[config.mk]
export PLATFORM = sky130hd
export DESIGN_NAME = axi_stream_remove_header
export DESIGN_NICKNAME = d
export VERILOG_FILES = /design/src/rtl/axi_stream_remove_header.sv
export SDC_FILE = /design/constraint.sdc
export NUM_CORES = 1
export LEC_CHECK = 0
export CAP_MARGIN = 20
export CORE_UTILIZATION = 40
export CTS_CLUSTER_SIZE = 12
export DETAILED_ROUTE_END_ITERATION = 12
export PLACE_DENSITY_LB_ADDON = 0.08
export SYNTH_ARGS = -nofsm -noshare
export SYNTH_HDL_FRONTEND = slang
export SYNTH_SLANG_ARGS = --single-unit
[constraint.sdc]
create_clock -name clk -period 7.6 [get_ports clk]
set_input_delay 2.28 -clock clk [delete_from_list [all_inputs] [get_ports clk]]
set_output_delay 2.28 -clock clk [all_outputs]
set_load 0.03 [all_outputs]
[src/rtl/axi_stream_remove_header.sv]
// axi_stream_remove_header: strips byte_remove_cnt head bytes per packet and re-packs the rest MSB-aligned.
module axi_stream_remove_header #(
  parameter int DATA_WD      = 32,
  parameter int DATA_BYTE_WD = DATA_WD / 8,
  parameter int BYTE_CNT_WD  = $clog2(DATA_BYTE_WD)
) (
  input  logic                    clk,
  input  logic                    rst,
  input  logic                    valid_in,
  input  logic [DATA_WD-1:0]      data_in,
  input  logic [DATA_BYTE_WD-1:0] keep_in,
  input  logic                    last_in,
  output logic                    ready_in,
  output logic                    valid_out,
  output logic [DATA_WD-1:0]      data_out,
  output logic [DATA_BYTE_WD-1:0] keep_out,
  output logic                    last_out,
  input  logic                    ready_out,
  input  logic                    valid_remove,
  input  logic [BYTE_CNT_WD-1:0]  byte_remove_cnt,
  output logic                    ready_remove
);
  localparam int CW = BYTE_CNT_WD + 1;
  typedef enum logic [1:0] {IDLE, FIRST, STREAM, TAIL} state_t;
  state_t                  state_q;
  logic [BYTE_CNT_WD-1:0]  r_q;
  logic [DATA_WD-1:0]      res_q, tail_q, data_q;
  logic [CW-1:0]           tail_n_q;
  logic [DATA_BYTE_WD-1:0] keep_q;
  logic                    valid_q, last_q;
  logic [CW-1:0]           cnt, l_n, wr_n, lr_n, c_n;
  logic [DATA_WD-1:0]      din_m, din_sh, join_d;
  logic                    out_free, acc, r_zero, fits;

  function automatic logic [DATA_BYTE_WD-1:0] keep_of(input logic [CW-1:0] n);
    keep_of = ~({DATA_BYTE_WD{1'b1}} >> n);
  endfunction

  function automatic logic [DATA_WD-1:0] mask_of(input logic [DATA_BYTE_WD-1:0] k);
    for (int i = 0; i < DATA_BYTE_WD; i++) mask_of[8*i +: 8] = {8{k[i]}};
  endfunction

  assign out_free     = !valid_q || ready_out;
  assign ready_in     = (state_q == FIRST || state_q == STREAM) && out_free;
  assign ready_remove = state_q == IDLE;
  assign acc          = valid_in && ready_in;
  assign valid_out    = valid_q;
  assign data_out     = data_q;
  assign keep_out     = keep_q;
  assign last_out     = last_q;

  always_comb begin
    cnt = '0;
    for (int i = 0; i < DATA_BYTE_WD; i++) cnt = cnt + CW'(keep_in[i]);
    l_n    = last_in ? cnt : CW'(DATA_BYTE_WD);
    r_zero = r_q == '0;
    wr_n   = CW'(DATA_BYTE_WD) - CW'(r_q);
    lr_n   = l_n - CW'(r_q);
    c_n    = wr_n + l_n;
    fits   = l_n <= CW'(r_q);
    din_m  = data_in & mask_of(keep_of(l_n));
    din_sh = din_m << {r_q, 3'b000};
    join_d = res_q | (din_m >> {wr_n, 3'b000});
  end

  always_ff @(posedge clk or posedge rst) begin
    if (rst) begin
      state_q  <= IDLE;
      r_q      <= '0;
      res_q    <= '0;
      tail_q   <= '0;
      tail_n_q <= '0;
      valid_q  <= 1'b0;
      data_q   <= '0;
      keep_q   <= '0;
      last_q   <= 1'b0;
    end else begin
      if (valid_q && ready_out) begin
        valid_q <= 1'b0;
        last_q  <= 1'b0;
      end
      case (state_q)
        IDLE: if (valid_remove) begin
          r_q     <= byte_remove_cnt;
          state_q <= FIRST;
        end
        FIRST, STREAM: if (acc) begin
          res_q <= din_sh;
          if (r_zero || state_q == STREAM) begin
            valid_q  <= 1'b1;
            data_q   <= r_zero ? din_m : join_d;
            keep_q   <= r_zero ? keep_of(l_n) : (last_in && fits) ? keep_of(c_n) : '1;
            last_q   <= last_in && (r_zero || fits);
            tail_q   <= din_sh;
            tail_n_q <= lr_n;
            state_q  <= !last_in ? STREAM : (!r_zero && !fits) ? TAIL : IDLE;
          end else begin
            // first beat with a header to drop: it only primes the residual unless it is also last
            if (last_in && !fits) begin
              valid_q <= 1'b1;
              data_q  <= din_sh;
              keep_q  <= keep_of(lr_n);
              last_q  <= 1'b1;
            end
            state_q <= last_in ? IDLE : STREAM;
          end
        end
        TAIL: if (out_free) begin
          valid_q <= 1'b1;
          data_q  <= tail_q;
          keep_q  <= keep_of(tail_n_q);
          last_q  <= 1'b1;
          state_q <= IDLE;
        end
      endcase
    end
  end
endmodule

Word level (Yosys, flattened, before mapping)
Cells that the tools add are included.
W data, S select, Z words.
{"block": "op_classes", "add_sub_neg": 6, "magnitude_cmp": 1, "n_eq_ne": 7, "shifts": 6, "mux": 34, "bitwise": 6, "n_reduce_logical": 23}
{"cell": "$mux W32", "count": 5}
{"cell": "$pmux W32 S2", "count": 1}
{"cell": "$and A32 B32 Y32", "count": 1}
{"cell": "$or A32 B32 Y32", "count": 1}
{"cell": "$shl A32 B5 Y32", "count": 1}
{"cell": "$shr A32 B6 Y32", "count": 1}
{"cell": "$mux W4", "count": 6}
{"cell": "$not A4 Y4", "count": 4}
{"cell": "$shr A4 B3 Y4 const A", "count": 4}
{"cell": "$mux W2", "count": 7}
{"cell": "$mux W1", "count": 10}
{"cell": "$pmux W4 S2", "count": 1}
{"cell": "$logic_and A1 B1 Y1", "count": 7}
{"cell": "$ne A2 B2 Y1 const B", "count": 3}
{"cell": "$pmux W2 S3", "count": 1}
{"cell": "$reduce_and A3 Y1", "count": 2}
{"cell": "$eq A2 B2 Y1 const B", "count": 2}
{"cell": "$logic_not A2 Y1", "count": 2}
{"cell": "$logic_or A1 B1 Y1", "count": 4}
{"cell": "$pmux W1 S2", "count": 2}
{"cell": "$reduce_and A2 Y1", "count": 2}
{"cell": "$reduce_and A4 Y1", "count": 1}
{"cell": "$add A2 B1 Y3", "count": 1}
{"cell": "$add A3 B1 Y3", "count": 1}
{"cell": "11 further kinds", "count": 13}
{"block": "word_totals", "reg_bits": 109, "in_bits": 44}

Depth between registers and ports, before layout
Gate-level depths: netlist of the first run.
{"block": "depth", "ltp_word": 13, "mapped_depth": 15, "depth_no_buf": 14}

Worst setup path after synthesis of the first run
No wires, ideal clock.
{"block": "synth_path", "path_type": "input port to flip-flop", "start": "input port keep_in[0]", "end": "register data_q[25] (netlist: data_out[25])", "setup_time_ps": 79, "arrival_ps": 5303, "required_ps": 7521, "setup_slack_ps": 2218, "path_stages": 15, "n_path_buf": 2, "cell_sequence": "inv_1 fa_1 inv_1 ha_1 ha_1 nand2_1 inv_1 ha_1 nor2b_1 o311ai_4 a311o_1 buf_2 buf_1 nand2_1 a2bb2oi_1"}
{"block": "synth_via", "elab_chain_len": 13, "elab_cells_between_ends": 20, "classes_between": "add/sub: 3; order compare: 1; eq/ne: 1; shift: 3; mux: 6; bitwise: 3; reduce/logical: 3"}
{"element": "start, declared", "line_no": "11", "text": "input logic [DATA_BYTE_WD-1:0] keep_in,"}
{"element": "$add A1 B1 Y2 (*)", "line_no": "54", "text": "for (int i = 0; i < DATA_BYTE_WD; i++) cnt = cnt + CW'(keep_in[i]);"}
{"element": "$add A2 B1 Y3 (*)", "line_no": "54"}
{"element": "$add A3 B1 Y3 (*)", "line_no": "54"}
{"element": "$mux W3 (*)", "line_no": "55", "text": "l_n = last_in ? cnt : CW'(DATA_BYTE_WD);"}
{"element": "$shr A4 B3 Y4", "line_no": "36", "text": "keep_of = ~({DATA_BYTE_WD{1'b1}} >> n);"}
{"element": "$not A4 Y4", "line_no": "36"}
{"element": "$and A32 B32 Y32", "line_no": "61", "text": "din_m = data_in & mask_of(keep_of(l_n));"}
{"element": "$shr A32 B6 Y32", "line_no": "63", "text": "join_d = res_q | (din_m >> {wr_n, 3'b000});"}
{"element": "$or A32 B32 Y32", "line_no": "63"}
{"element": "$mux W32", "line_no": "91", "text": "data_q <= r_zero ? din_m : join_d;"}
{"element": "$mux W32", "line_no": "89", "text": "if (r_zero || state_q == STREAM) begin"}
{"element": "$mux W32", "line_no": "87", "text": "FIRST, STREAM: if (acc) begin"}
{"element": "$pmux W32 S2", "line_no": "82", "text": "case (state_q)"}
{"element": "end signal, assigned", "line_no": "91"}
{"element": "end signal, assigned", "line_no": "101", "text": "data_q <= din_sh;"}
{"element": "end signal, assigned", "line_no": "110", "text": "data_q <= tail_q;"}
{"element": "end, declared", "line_no": "27", "text": "logic [DATA_WD-1:0] res_q, tail_q, data_q;"}
Mark *: on every way between the ends. The rest lies on a longest branch, timed or not. The select of a mux whose other input is x is not followed.
A chain may end at the register's enable or synchronous reset.

Final worst setup path of the first run
Same ends and word-level chain as after synthesis.

==> flow_summary.toml, run 1 <==
[clock_network]
cts_resized = 0
clock_latency_ps = 360
htree_num_levels = 3
cts.sinks = 109
root_buffer = "clkbuf_16"
cts_buffer_depth = 2
cts_hold_buf = 0
cts_tree = "built"
numCtsBuffers = 9
post_cts_buffers = 0
path_clk_slew_ps = 80

[grt]
use_met1 = 0.405
gr-usage-met2 = 0.436
gr-usage-met3 = 0.0541
grt_max_degree = 67
grt_pass1_vias = 6123
grt_usage = 0.284
grt_busiest_layer = "met2"
grt_pass1_wl_um = 35200
antenna_found_initial = 0
gr-total-overflow = 0

[synth]
ys_seq_area_frac = 0.427
async_flop_share = 1.00
synth_top_area_cell = "dfrtp_1"
yosys-top-cells-area = "dfrtp_1 (43%), nand2_1 (7.4%), o21ai_1 (5.0%), a21oi_1 (4.9%), o21ai_0 (2.8%)"
ys_warn_count = 0
synth_cell_types = 56
syn_nets = 800
yosysMostFrequentCell = "nand2_1"
synth_edf_count = 0
syn_inst = 744
synth-seq-cells = 109
ys.flop_type = "dfrtp_1"
yosysTopAreaCellShare = 0.427
synth_common_cells = "nand2_1 (125), dfrtp_1 (109), o21ai_1 (64), a21oi_1 (62), clkbuf_1 (43)"
syn_area_mm2 = 0.00638
avgSynthCellArea_um2 = 8.58

[pwr]
clkPwrFrac = 0.145
power_density_mw_per_mm2 = 474
fin_total_pwr_w = 0.00365
p_sw_frac = 0.480
p_leak_nw = 3.12
vdd_drop_max_v = 0.000198
p_int_w = 0.00190
power_switching_w = 0.00175
pwr-share-seq = 0.279
power_frac_comb = 0.575

[routing]
drc_errors = 0
vias = 6273
via_per_inst = 6.21
dr.first_iter.drc_count = 775
drt-pass1-iter-count = 7
avgRoutedWirePerCell_um = 22.2
antenna_left = 0
wl_um = 22400

[layout]
area_growth_pct = 20.7
diodes = 0
nets = 850
post-route-util = 0.501
drive_gt1_frac = 0.0526

[sta]
rsz0062_at_grt = "false"
fin_ws_ps = 1330
whs_ps = 482
skew_ps = 9.68
finalMaxSlewViolations = 0
finalHoldViolCount = 0
setup-violations-final = 0
fin_crit_sh = 0.826
fmax_mhz = 159
period_needed_ps = 6270
setup_tns_ps = 0
slew_headroom = 0.274
worstMarginPinSlew_ps = 1080

[die]
num_rows = 45
die_area_mm2 = 0.0165
fp.dieW_um = 128
core_mm2 = 0.0154
start_util = 0.415
dieHeight_um = 128
ios = 84

[critical_path]
path_buf_inv = 6
crit_slowest_cell = "a311o_1"
crit_path_max_incr_delay_ps = 600
endpoint_kind = "flip-flop"
critical_path_arrival_ps = 6560
critical_path_class = "in2reg"
path_cells = "clkdlybuf4s50_1 > inv_1 > fa_1 > inv_1 > ha_1 > ha_1 > nand2_1 > inv_1 > ha_1 > nor2b_1 > o311ai_4 > a311o_1 > buf_4 > buf_4 > nand2_1 > a2bb2oi_1"
start_kind = "input pin"
path_delay_family = "adder cells"
crit_fanout = 18
cp.required_ps = 7880

[placement]
gp_congestion = 0.909
dpl_worst_slack_ps = 971
hpwl_um = 16000
port-buffer-count = 83

[hold_path]
hold_class = "reg2reg"

[job]
drv_cap = 0

[outcome]
status = "completed"
## worst register-to-register path, cell delays in order, from the launching register on
cell,delay (ps)
dfrtp_1,770
inv_1,420
ha_1,940
or2_1,830
nand4_1,1000
buf_4,610
o31ai_1,320
## flip-flops by register name (all words and copies together), names as in the netlist
| name | flops |
|---|---|
| valid_out | 1 |
| tail_n_q | 3 |
| state_q | 2 |
| keep_out | 4 |
| tail_q | 32 |
| r_q | 2 |
| last_out | 1 |
| data_out | 32 |
| res_q | 32 |
## cells in the final DEF, fill, tap and decap left out, types with 3 or more instances in the layout
| cell | netlist | routed |
|---|---|---|
| a2bb2oi_1 | 7 | 7 |
| o31ai_1 | 18 | 18 |
| nand3b_1 | 4 | 4 |
| a221oi_1 | 17 | 17 |
| dfrtp_1 | 109 | 109 |
| buf_4 | 0 | 13 |
| a222oi_1 | 8 | 8 |
| nor2b_1 | 7 | 6 |
| nor2_1 | 37 | 37 |
| clkbuf_16 | 0 | 9 |
| clkdlybuf4s50_1 | 0 | 83 |
| o21ai_0 | 36 | 36 |
| a22oi_1 | 16 | 16 |
| o2111ai_1 | 3 | 3 |
| a22o_1 | 17 | 17 |
| a211o_1 | 3 | 3 |
| nand2_1 | 125 | 125 |
| ha_1 | 9 | 9 |
| inv_1 | 19 | 18 |
| nand2b_1 | 7 | 7 |
| nor3_1 | 11 | 11 |
| o21a_1 | 10 | 10 |
| fa_1 | 3 | 3 |
| a31oi_1 | 8 | 8 |
| or3_1 | 15 | 15 |
| mux2_2 | 3 | 3 |
| a221o_1 | 14 | 14 |
| a21oi_1 | 62 | 62 |
| a2111oi_0 | 4 | 4 |
| a211oi_1 | 10 | 10 |
| o21ai_1 | 64 | 64 |
| nand3_1 | 10 | 9 |
## metal layers
metal,up-vias,wire length [µm]
li1,2876,-
met1,3079,10100
met2,290,10000
met3,28,1800
met4,0,408
met5,-,0
## power groups by stage
stage / Combinational [W] / Clock, W / Sequential (W)
after floorplan: 0.00125 / 0 / 0.00114
after global placement: 0.00206 / 0 / 0.00102
after detailed placement: 0.00208 / 0 / 0.00103
after CTS: 0.00209 / 0.000542 / 0.00102
after global routing: 0.00229 / 0.000562 / 0.00105
final: 0.00210 / 0.000531 / 0.00102
## cell type report
class | instances | area, µm²
multi-input combinational | 559 | 3380
timing repair buffer | 96 | 928
inverter | 19 | 73.8
clock inverter | 7 | 108
fill | 1470 | 7670
sequential | 109 | 2730
clock buffer | 9 | 225
tap | 211 | 264
## stage by stage
step | cells | cell area, µm²
floorplan | 744 | 6380
global placement | 994 | 7370
detailed placement | 994 | 7370
CTS | 1010 | 7700
global route | 1010 | 7700
finish | 1010 | 7700
## worst paths after layout
kind / startpoint / endpoint / slack [ps] / cells after the start
setup / recovery: keep_in[0] / data_out[25] / 1330 / 16
hold / removal: res_q[14] / res_q[14] / 480 / 2
setup reg to reg: r_q[1] / tail_q[10] / 2610 / 6
hold reg to reg: res_q[14] / res_q[14] / 480 / 2
max in group asynchronous: rst / res_q[12] / 4040 / 3
min in group asynchronous: rst / data_out[30] / 2410 / 2
## kinds of logic (layout without fill, tap and decap cells)
family	after synthesis	after routing	synth area share
buffers and inverters	76	131	0.0466
XOR/XNOR	1	1	0.00137
adder cells (fa/ha/maj)	12	12	0.0270
flip-flops	109	109	0.427
AND/OR/NAND/NOR	230	230	0.164
AO/OA/AOI/OAI	311	311	0.325
multiplexers	5	5	0.00843
Note: power is estimated with default switching activity, not from simulation.
==> inputs of run 2 (changes only) <==
Clock period 7.6 ns to 5.15 ns, I/O delays scaled along.
==> run 2 against run 1 <==
Effect of this change:
- combinational power increased by 59%
- critical path depth unchanged
- critical path type unchanged
- total power increased by 50%
- cell area increased by 3.5%
- hold slack got worse by 1.4 ps
- non-clock buffer count increased by 36
- register-to-register slack got worse by 750 ps
- sequential power increased by 41%
==> flow_summary.toml, run 2 (synthesized netlist as in run 1, its figures left out) <==
[clock_network]
clock_latency_ps = 360
root_buffer = "clkbuf_16"
numCtsBuffers = 9
cts_tree = "built"
cts_buffer_depth = 2
cts_hold_buf = 0
path_clk_slew_ps = 80
post_cts_buffers = 0
htree_num_levels = 3
cts.sinks = 109
cts_resized = 0

[sta]
rsz0062_at_grt = "false"
finalMaxSlewViolations = 0
finalHoldViolCount = 0
period_needed_ps = 4800
fmax_mhz = 208
setup-violations-final = 0
fin_crit_sh = 0.931
skew_ps = 9.13
worstMarginPinSlew_ps = 1090
setup_tns_ps = 0
slew_headroom = 0.272
fin_ws_ps = 353

[grt]
antenna_found_initial = 1
use_met1 = 0.413
grt_pass1_vias = 6166
grt_max_degree = 66
gr-total-overflow = 0
gr-usage-met3 = 0.0536
grt_pass1_wl_um = 36000
grt_usage = 0.290
gr-usage-met2 = 0.436
grt_busiest_layer = "met2"

[routing]
dr.first_iter.drc_count = 723
drc_errors = 0
drt-pass1-iter-count = 6
via_per_inst = 6.15
antenna_left = 0
wl_um = 22900
vias = 6431
avgRoutedWirePerCell_um = 21.9

[die]
start_util = 0.415
die_area_mm2 = 0.0165
dieHeight_um = 128
fp.dieW_um = 128
ios = 84
core_mm2 = 0.0154
num_rows = 45

[layout]
area_growth_pct = 24.9
nets = 886
ff_latch_area_mm2 = 0.00273
final_common_cell = "nand2_1"
multi_input_area_mm2 = 0.00338
drive_gt1_frac = 0.0934
mostFrequentLayoutCells = "nand2_1 (125), dfrtp_1 (109), clkdlybuf4s50_1 (83), o21ai_1 (64), a21oi_1 (62)"
fillers = 1498
diodes = 0

[critical_path]
cp.required_ps = 5390
timing.rr.end = "data_out[8]"
reg2reg_depth = 9
reg2reg_from = "r_q[1]"
start_kind = "input pin"
crit_slowest_cell = "fa_1"
crit_path_max_incr_delay_ps = 530
critical_path_arrival_ps = 5030
crit_fanout = 13
critical_path_class = "in2reg"
reg2reg_slack_ps = 1860
path_cells = "clkdlybuf4s50_1 > inv_1 > fa_1 > inv_1 > ha_1 > ha_1 > nand2_1 > inv_1 > ha_1 > nor2b_1 > o311ai_4 > a311o_1 > buf_4 > or3_1 > o21ai_1 > a31oi_1"
endpoint_kind = "flip-flop"

[pwr]
pwr-share-seq = 0.263
power_switching_w = 0.00263
power_density_mw_per_mm2 = 689
p_leak_nw = 3.29
p_sw_frac = 0.480
p_int_w = 0.00285
clkPwrFrac = 0.128
power_frac_comb = 0.609
vdd_drop_max_v = 0.000253

[hold_path]
hp-start = "tail_n_q[2]"
holdPathStages = 2
worstHoldEndpoint = "tail_n_q[2]"
hold_class = "reg2reg"

[placement]
port-buffer-count = 83
dpl_worst_slack_ps = -37.2
hpwl_um = 16600
gp_congestion = 0.901

[job]
drv_cap = 0

[outcome]
status = "completed"
-- run 2: changes by cell type in the layout (fill, tap and decap cells not counted), moves of 2 or more --
cell	delta
buf_12	+3
buf_4	+33
bufinv_16	-2
inv_6	+3
-- run 2: per-stage QoR --
step	cell area, µm²	hold slack (ps)	utilization	std cells	total power [W]
6_report	7970	481	0.519	1046	0.00549
5_1_grt	7970	510	0.519	1046	0.00589
4_1_cts	7970	484	0.519	1046	0.00549
3_5_place_dp	7680	464	0.500	1030	0.00478
3_3_place_gp	7680	460	0.500	1030	0.00472
2_1_floorplan	6380	437	-	744	0.00354
-- run 2: area by class of cell --
class / count / share of cell area
Clock buffer: 9 / 0.0283
Clock inverter: 7 / 0.00848
Inverter: 19 / 0.00926
Multi-Input combinational cell: 559 / 0.424
Sequential cell: 109 / 0.342
Tap cell: 211 / 0.0331
Timing Repair Buffer: 132 / 0.155
-- run 2: worst max path at each step --
stage	startpoint	end	slack, ps
2_1_floorplan	keep_in[0]	data_out[25]	500
4_1_cts	keep_in[0]	data_out[17]	350
3_3_place_gp	keep_in[0]	data_out[17]	-60
6_report	keep_in[0]	data_out[8]	350
5_1_grt	keep_in[0]	data_out[17]	100
3_5_place_dp	keep_in[0]	data_out[17]	-40
-- run 2: critical path, delay by kind of cell --
family | cells | cell delay [ps]
AOI/OAI and AO/OA | 4 | 660
adders and majority gates | 4 | 1320
buffers and inverters | 5 | 820
and+or+nand+nor | 3 | 680
-- run 2: routing by layer --
layer	part of all wire	wire, µm	vias to the layer above
li1	-	-	2951
met1	0.45	10200	3161
met2	0.45	10200	285
met3	0.079	1820	34
met4	0.026	595	0
met5	0	0	-
-- run 2: power by group through the flow --
stage | Clock (W) | Sequential [W] | Combinational [W]
4_1_cts | 0.000721 | 0.00144 | 0.00333
2_1_floorplan | 0 | 0.00169 | 0.00185
5_1_grt | 0.000749 | 0.00148 | 0.00365
6_report | 0.000704 | 0.00144 | 0.00334
3_5_place_dp | 0 | 0.00145 | 0.00332
3_3_place_gp | 0 | 0.00145 | 0.00327
